<file path="src/rtl/runge_kutta_pkg.sv">
// Shared types and constants for the RK4 dy/dt = -y solver.
package runge_kutta_pkg;

  typedef enum logic [2:0] {
    IDLE = 3'd0,
    K1   = 3'd1,
    K2   = 3'd2,
    K3   = 3'd3,
    K4   = 3'd4,
    UPD  = 3'd5,
    DONE = 3'd6
  } rk_state_t;

  typedef logic signed [31:0] fix_t;

  // round(2^30 / 6); pairs with the default 30 fractional bits
  localparam fix_t        ONE_SIXTH = 32'sd178956971;
  localparam fix_t        Y0_FIX    = 32'sd1073741824;
  localparam logic [63:0] DBL_ONE   = 64'h3FF0_0000_0000_0000;

endpackage

</file>
<file path="src/rtl/runge_kutta_fix2double.sv">
// Combinational signed fixed-point to IEEE-754 binary64 converter.
// Every 32-bit value is exactly representable, so no rounding stage is needed.
module fix2double
  import runge_kutta_pkg::*;
#(
  parameter int FRAC = 30
) (
  input  fix_t        x,
  output logic [63:0] d
);

  logic [31:0] mag_s;
  logic [4:0]  msb_s;
  logic [10:0] exp_s;
  logic [63:0] sh_s;

  // magnitude, leading-one position, then left-align the bits below it
  always_comb begin
    mag_s = x[31] ? (32'd0 - 32'(x)) : 32'(x);
    msb_s = 5'd0;
    for (int i = 0; i < 32; i++) begin
      if (mag_s[i]) begin
        msb_s = 5'(i);
      end else begin
        msb_s = msb_s;
      end
    end
    exp_s = 11'd1023 + {6'd0, msb_s} - 11'(FRAC);
    sh_s  = {32'd0, mag_s} << (6'd52 - {1'b0, msb_s});
    if (mag_s == 32'd0) begin
      d = 64'd0;
    end else begin
      d = {x[31], exp_s, sh_s[51:0]};
    end
  end

endmodule

</file>
<file path="src/rtl/runge_kutta.sv">
// Fixed-step RK4 solver for dy/dt = -y, y(0) = 1.0; each step exported as binary64.
// Optional macro RK_STATUS_EN adds registered busy/done status outputs.
module runge_kutta
  import runge_kutta_pkg::*;
#(
  parameter int N_STEPS = 8,
  parameter int H_SHIFT = 3,
  parameter int FRAC    = 30
) (
  input  logic        clk,
  input  logic        rst,
  input  logic        start,
  output logic [63:0] GERVACIO
`ifdef RK_STATUS_EN
  ,
  output logic        busy,
  output logic        done
`endif
);

  rk_state_t          state_r, state_s;
  fix_t               y_r, y_s;
  fix_t               k1_r, k1_s, k2_r, k2_s, k3_r, k3_s, k4_r, k4_s;
  logic [7:0]         step_cnt_r, step_cnt_s;
  logic [63:0]        dbl_r, dbl_s;
  fix_t               sum_s, y_upd_s;
  logic signed [63:0] prod_s;
  logic [63:0]        conv_s;

  fix2double #(.FRAC(FRAC)) u_conv (
    .x (y_upd_s),
    .d (conv_s)
  );

  // next-state and datapath; the converter sees the candidate updated y
  always_comb begin
    state_s    = state_r;
    y_s        = y_r;
    k1_s       = k1_r;
    k2_s       = k2_r;
    k3_s       = k3_r;
    k4_s       = k4_r;
    step_cnt_s = step_cnt_r;
    dbl_s      = dbl_r;
    sum_s      = k1_r + (k2_r <<< 1) + (k3_r <<< 1) + k4_r;
    prod_s     = {{32{sum_s[31]}}, sum_s} * {32'd0, ONE_SIXTH};
    y_upd_s    = y_r + fix_t'(prod_s >>> FRAC);
    case (state_r)
      IDLE, DONE: begin
        if (start) begin
          y_s        = Y0_FIX;
          step_cnt_s = 8'd0;
          dbl_s      = DBL_ONE;
          state_s    = K1;
        end else begin
          state_s    = state_r;
        end
      end
      K1: begin
        k1_s    = -(y_r >>> H_SHIFT);
        state_s = K2;
      end
      K2: begin
        k2_s    = -((y_r + (k1_r >>> 1)) >>> H_SHIFT);
        state_s = K3;
      end
      K3: begin
        k3_s    = -((y_r + (k2_r >>> 1)) >>> H_SHIFT);
        state_s = K4;
      end
      K4: begin
        k4_s    = -((y_r + k3_r) >>> H_SHIFT);
        state_s = UPD;
      end
      UPD: begin
        y_s        = y_upd_s;
        dbl_s      = conv_s;
        step_cnt_s = step_cnt_r + 8'd1;
        if (step_cnt_r == 8'(N_STEPS - 1)) begin
          state_s = DONE;
        end else begin
          state_s = K1;
        end
      end
      default: begin
        state_s = IDLE;
      end
    endcase
  end

  // state and datapath registers
  always_ff @(posedge clk or negedge rst) begin
    if (!rst) begin
      state_r    <= IDLE;
      y_r        <= 32'sd0;
      k1_r       <= 32'sd0;
      k2_r       <= 32'sd0;
      k3_r       <= 32'sd0;
      k4_r       <= 32'sd0;
      step_cnt_r <= 8'd0;
      dbl_r      <= 64'd0;
    end else begin
      state_r    <= state_s;
      y_r        <= y_s;
      k1_r       <= k1_s;
      k2_r       <= k2_s;
      k3_r       <= k3_s;
      k4_r       <= k4_s;
      step_cnt_r <= step_cnt_s;
      dbl_r      <= dbl_s;
    end
  end

  assign GERVACIO = dbl_r;

`ifdef RK_STATUS_EN
  logic busy_r, done_r;

  // status flags registered from the next state so they align with state_r
  always_ff @(posedge clk or negedge rst) begin
    if (!rst) begin
      busy_r <= 1'b0;
      done_r <= 1'b0;
    end else begin
      busy_r <= (state_s == K1) || (state_s == K2) || (state_s == K3) ||
                (state_s == K4) || (state_s == UPD);
      done_r <= (state_s == DONE);
    end
  end

  assign busy = busy_r;
  assign done = done_r;
`endif

endmodule

</file>
<file path="config.mk">
export PLATFORM = sky130hd
export DESIGN_NAME = runge_kutta
export DESIGN_NICKNAME = d
export VERILOG_FILES = /design/src/rtl/runge_kutta_pkg.sv /design/src/rtl/runge_kutta_fix2double.sv /design/src/rtl/runge_kutta.sv
export SDC_FILE = /design/constraint.sdc
export NUM_CORES = 2
export LEC_CHECK = 0
export CORE_AREA = 5 5 249 372
export CTS_CLUSTER_SIZE = 30
export DETAILED_ROUTE_END_ITERATION = 6
export DIE_AREA = 0 0 254 377
export RECOVER_POWER = 25
export SLEW_MARGIN = 15
export SYNTH_ARGS = -nofsm -noshare
export SYNTH_HDL_FRONTEND = slang
export SYNTH_HIERARCHICAL = 1
export SYNTH_SLANG_ARGS = --single-unit
</file>
<file path="constraint.sdc">
create_clock -name clk -period 33.9 [get_ports clk]
set_clock_uncertainty 0.15 [all_clocks]
set_input_delay 3.39 -clock clk [delete_from_list [all_inputs] [get_ports clk]]
set_output_delay 3.39 -clock clk [all_outputs]
set_load 0.01 [all_outputs]
</file>
Word level (Yosys, flattened, before mapping)
Index checks and enable logic that the tools add are counted.
- add/subtract/negate cells: 16
- multiply operators: 1
- equal/unequal tests: 8
- shift-type cells: 1
- mux-type cells: 42
- reductions and logical operators: 5
- operators with widths (cell ; count):
    32-bit adder ; 4
    64-bit 2-to-1 mux ; 2
    29-bit negator with 32-bit output ; 4
    64-bit case mux with 2 select lines ; 1
    32-bit by 31-bit adder with 32-bit output ; 3
    5-bit 2-to-1 mux ; 16
    32-bit 2-to-1 mux ; 2
    32-bit case mux with 2 select lines ; 1
    32-bit by 29-bit multiplier with 61-bit output (second input constant) ; 1
    32-bit by 6-bit left shift with 52-bit output ; 1
    32-bit zero test ; 1
    4-bit 2-to-1 mux ; 8
    1-bit by 32-bit subtractor with 32-bit output (first input constant) ; 1
    3-bit 2-to-1 mux ; 6
    3-bit case mux with 6 select lines ; 1
    8-bit case mux with 2 select lines ; 1
    10-bit by 5-bit adder with 11-bit output (first input constant) ; 1
    11-bit by 5-bit subtractor with 11-bit output (second input constant) ; 1
    3-bit equality test (second input constant) ; 3
    8-bit by 1-bit adder with 8-bit output (second input constant) ; 1
    8-bit by 3-bit equality test with 1-bit output (second input constant) ; 1
    8-bit 2-to-1 mux ; 1
    3-bit by 2-bit equality test with 1-bit output (second input constant) ; 2
    6-bit by 5-bit subtractor with 6-bit output (first input constant) ; 1
    8 further kinds ; 9
- flip-flop bits (word level): 235

Longest topological paths before layout
- depth in word-level cells: 42
- depth in mapped cells: 78
- depth with buffers taken out: 74

Modules after synthesis
Netlist, hierarchy kept.
- modules (own cells, without submodules) (module ; times used ; cells an instance ; area an instance (um^2)):
    runge_kutta ; 1 ; 4335 ; 38067.8
    fix2double ; 1 ; 733 ; 4992.3

Least setup slack after synthesis
OpenSTA, ideal clock, no wires.
- kind: reg2reg
- start: register k1_r[14]
- end: register dbl_r[45], in the netlist GERVACIO[45]
- arrival: 20.377 ns
- path slack: 13.256 ns
- stages on the path, launching flop included: 65
- path buffers: 10
- cells stage by stage: dfrtp_1 inv_1 fa_1 fa_1 inv_1 ha_1 clkbuf_1 nand4_1 nor3_1 o211ai_1 a31oi_1 o2111ai_1 a21o_1 a211oi_2 inv_1 fa_1 inv_1 xnor2_1 [29 not listed] clkbuf_1 a21oi_1 o221ai_1 o21ai_2 a21oi_4 inv_4 buf_6 buf_2 ha_1 clkbuf_1 clkbuf_1 clkbuf_1 clkbuf_1 mux4_2 a22oi_1 o21ai_1 nand2_1 nand2_1
- elaborated cells between the ends (all ways): 43
- RTL lines (item ; line ; RTL):
    start: declaration ; runge_kutta.sv:23 ; fix_t k1_r, k1_s, k2_r, k2_s, k3_r, k3_s, k4_r, k4_s;
    start signal: assignment ; runge_kutta.sv:105 ; k1_r <= k1_s;
    32-bit adder (*) (3 in a row) ; runge_kutta.sv:45 ; sum_s = k1_r + (k2_r <<< 1) + (k3_r <<< 1) + k4_r;
    32-bit by 29-bit multiplier with 61-bit output (*) ; runge_kutta.sv:46 ; prod_s = {{32{sum_s[31]}}, sum_s} * {32'd0, ONE_SIXTH};
    32-bit by 31-bit adder with 32-bit output (*) ; runge_kutta.sv:47 ; y_upd_s = y_r + fix_t'(prod_s >>> FRAC);
    net y_upd_s[31] ; runge_kutta.sv:26 ; fix_t sum_s, y_upd_s;
    32-bit 2-to-1 mux (*) ; runge_kutta_fix2double.sv:19 ; mag_s = x[31] ? (32'd0 - 32'(x)) : 32'(x);
    1-bit 2-to-1 mux ; runge_kutta_fix2double.sv:22 ; if (mag_s[i]) begin
    2-bit 2-to-1 mux (2 in a row) ; runge_kutta_fix2double.sv:22 ;
    3-bit 2-to-1 mux (4 in a row) ; runge_kutta_fix2double.sv:22 ;
    4-bit 2-to-1 mux (8 in a row) ; runge_kutta_fix2double.sv:22 ;
    5-bit 2-to-1 mux (16 in a row) ; runge_kutta_fix2double.sv:22 ;
    6-bit by 5-bit subtractor with 6-bit output ; runge_kutta_fix2double.sv:29 ; sh_s = {32'd0, mag_s} << (6'd52 - {1'b0, msb_s});
    32-bit by 6-bit left shift with 52-bit output ; runge_kutta_fix2double.sv:29 ;
    64-bit 2-to-1 mux (*) ; runge_kutta_fix2double.sv:30 ; if (mag_s == 32'd0) begin
    net conv_s[45] ; runge_kutta.sv:28 ; logic [63:0] conv_s;
    64-bit case mux with 2 select lines (*) ; runge_kutta.sv:48 ; case (state_r)
    end signal: assignment ; runge_kutta.sv:110 ; dbl_r <= dbl_s;
    end: declaration ; runge_kutta.sv:25 ; logic [63:0] dbl_r, dbl_s;
The timed path passes the listed nets; every way through them passes the cells marked *.
A chain may end at the register's enable or synchronous reset.

Worst setup path after layout
- start: register k1_r[9]
- end: register dbl_r[34], in the netlist GERVACIO[34]
The elaborated chain is that of the path after synthesis.

==> out/metrics.cfg <==
[detailed_routing]
drtAntennaViolNets = 0
drc_errors = 0
wl_met1_mm = 53.2
via_per_inst = 5.91
routed_wl_mm = 149
dr_wl_met3_mm = 6.11
drt_iter0_markers = 2457
dr.pass1.iters = 6
dr.max_layer_used = met4
wl_per_cell_um = 24.1
route.met2.wl_mm = 77.1
vias = 36700

[global_route]
grt-ovfl-total = 0
grt_max_degree = 105
first_global_vias = 37800
grt_pass1_wl_mm = 227
antenna_found_initial = 0
grt_use_total_pct = 30.8

[synth]
syn_area_sq_um = 43100
yosys_warnings = 6
ys_types = 111
yosysSeqAreaShare_pct = 13.7
synth_area_leaders = fa_1 (23%), dfrtp_1 (14%), ha_1 (12%), inv_1 (6.7%), nand2_1 (4.7%)
synth.most_common_cell = inv_1
synth_top_cell_by_area = fa_1
async_flop_share_pct = 100
avgSynthCellArea_sq_um = 8.50
syn_inst = 5068
netlist_top_cells_count = inv_1 (773), nand2_1 (542), fa_1 (494), ha_1 (430), o21ai_0 (285)
synth-edff-count = 0
yosys_most_used_dff = dfrtp_1
ys_ff_latch = 235
synth_top_area_share_pct = 23.0

[cts]
clock-sinks = 235
clk_pin_slew_ns = 0.07
cts_tree = built
postCtsSetupBuffers = 0
cts_repair_resize_count = 0
clkLatencyLatePin_ns = 0.60
ctsHoldBuffers = 0
clock_path_buffers = 3
cts_max_level = 1
cts_buffers = 26
cts_root_buf = clkbuf_16

[final_layout]
nets = 5963
num_antenna_cells = 0
drive_gt1_share_pct = 4.36
syn_to_final_growth_pct = 6.06
fillers = 8700

[floorplanning]
ioPinCount = 67
die_w_um = 254
die_y_um = 377
dieArea_sq_um = 95800
num_rows = 134
initial_core_util_pct = 48.5
core_area_sq_um = 88900

[timing]
worst_pin_slew_ns = 6.07
finalSetupViolations = 0
fin_tns_setup_ns = 0
period_minus_slack_ns = 20.57
slew_headroom_pct = -304
hold_violations = 0
rsz0062_at_grt = no
fmaxAchievable_mhz = 48.6
drv_slew = 167
finalCritPeriodShare_pct = 60.7

[status]
status = complete, but fails checks
violations = capacitance limit, slew limit

[critical_path]
cp_top_family = compound AO/OA/AOI/OAI gates
cp-start-kind = flip-flop
cp.arrival_ns = 20.89
critical_path.slowest_cell = xor2_1
cp_num_buf_inv = 7
slowest_delay_ns = 1.01
worstRegToRegCells = 63
cpMostUsedCell = fa_1
critPathMaxFanout = 52
end_kind = flip-flop
critPathRequiredTime_ns = 34.22
worst-path-stages = 63
path_class = flip-flop to flip-flop

[worst_hold_path]
hold_path.class = flip-flop to flip-flop
holdPathStages = 2

[placement]
gp_congestion = 1.01
hpwl_mm = 126
io_buffers = 66

[flow_run]
cap_violations = 2

## area by class of cell
cell class / count / area (sq um) / share of cell area, %
tap: 1156 / 1450 / 3.17
sequential: 235 / 5880 / 12.9
clock buffer: 32 / 693 / 1.52
multi-input combinational: 3872 / 33500 / 73.4
timing repair buffer: 126 / 1100 / 2.40
clock inverter: 11 / 133 / 0.290
inverter: 775 / 2910 / 6.38
## cells in the final DEF, fill, tap and decap left out, types with 28 or more instances in the layout
master	netlist	routed
nand4_1	51	51
nand3_1	176	175
buf_4	14	58
xnor2_1	182	179
o31ai_1	36	36
nor3_1	97	97
dfrtp_1	235	235
mux2i_1	35	35
o21ai_0	285	286
inv_1	773	773
nand2_1	542	541
and2_1	50	49
ha_1	430	430
o211ai_1	70	70
or3_1	31	30
fa_1	494	494
nor2_1	210	209
clkdlybuf4s50_1	0	65
xor2_1	139	139
a21o_1	107	107
or2_2	29	28
a21oi_1	226	226
nor2b_1	35	35
o21a_1	45	45
a211oi_1	34	34
and3_1	40	40
nand2b_1	46	46
nor4_1	36	35
## metal layers
layer | vias to the layer above | GRT usage, %
met1 | 17900 | 33.4
met5 | - | 0
met3 | 451 | 3.15
met2 | 1200 | 56.5
met4 | 0 | 20.3
li1 | 17100 | -
## logic make-up after synthesis
logic type                 Yosys count  share of synthesized area [%]
and+or+nand+nor                   1442                           16.3
AOI/OAI and AO/OA                 1113                           17.3
buffers and inverters              968                           8.73
adders and majority gates          924                           35.5
xor gates and xnor gates           324                           6.64
DFF                                235                           13.7
muxes                               61                           1.90
other                                1                        0.00871
## worst reg2reg max path, delay by kind of cell (launching register included)
family / cells / cell delay, ns
fa+ha+maj: 13 / 5.85
xor+xnor: 6 / 3.02
compound gates: 27 / 6.94
simple gates: 10 / 2.38
flops: 1 / 0.39
buf+inv: 7 / 1.73
## stage by stage
step                      util (%)  instances  instance area, sq um  hold WS (ns)  worst slack [ns]
after floorplan                  -       5075                 43100         0.300             13.26
after CTS                     51.4       6207                 45700         0.334             13.61
after global routing          51.4       6207                 45700         0.360             12.06
after detailed placement      50.5       6164                 44900         0.320             13.69
after global placement        50.5       6164                 44900         0.314             13.89
final                         51.4       6207                 45700         0.326             13.33
## worst paths after layout
check | start | to | slack (ns)
worst min-delay path | k4_r[5] | k4_r[5] | 0.33
min in group asynchronous | rst | k4_r[22] | 4.88
worst min register to register | k4_r[5] | k4_r[5] | 0.33
max in group asynchronous | rst | GERVACIO[63] | 24.66
worst max register to register | k1_r[9] | GERVACIO[34] | 13.33
worst max-delay path | k1_r[9] | GERVACIO[34] | 13.33
## flip-flops by register name (all words and copies together), names as in the netlist
signal,cells
GERVACIO,64
state_r,3
y_r,32
k2_r,32
k3_r,32
k4_r,32
k1_r,32
step_cnt_r,8
Power is not shown: default switching activity piles up to over one toggle a cycle in this logic, so the estimate is an artifact.
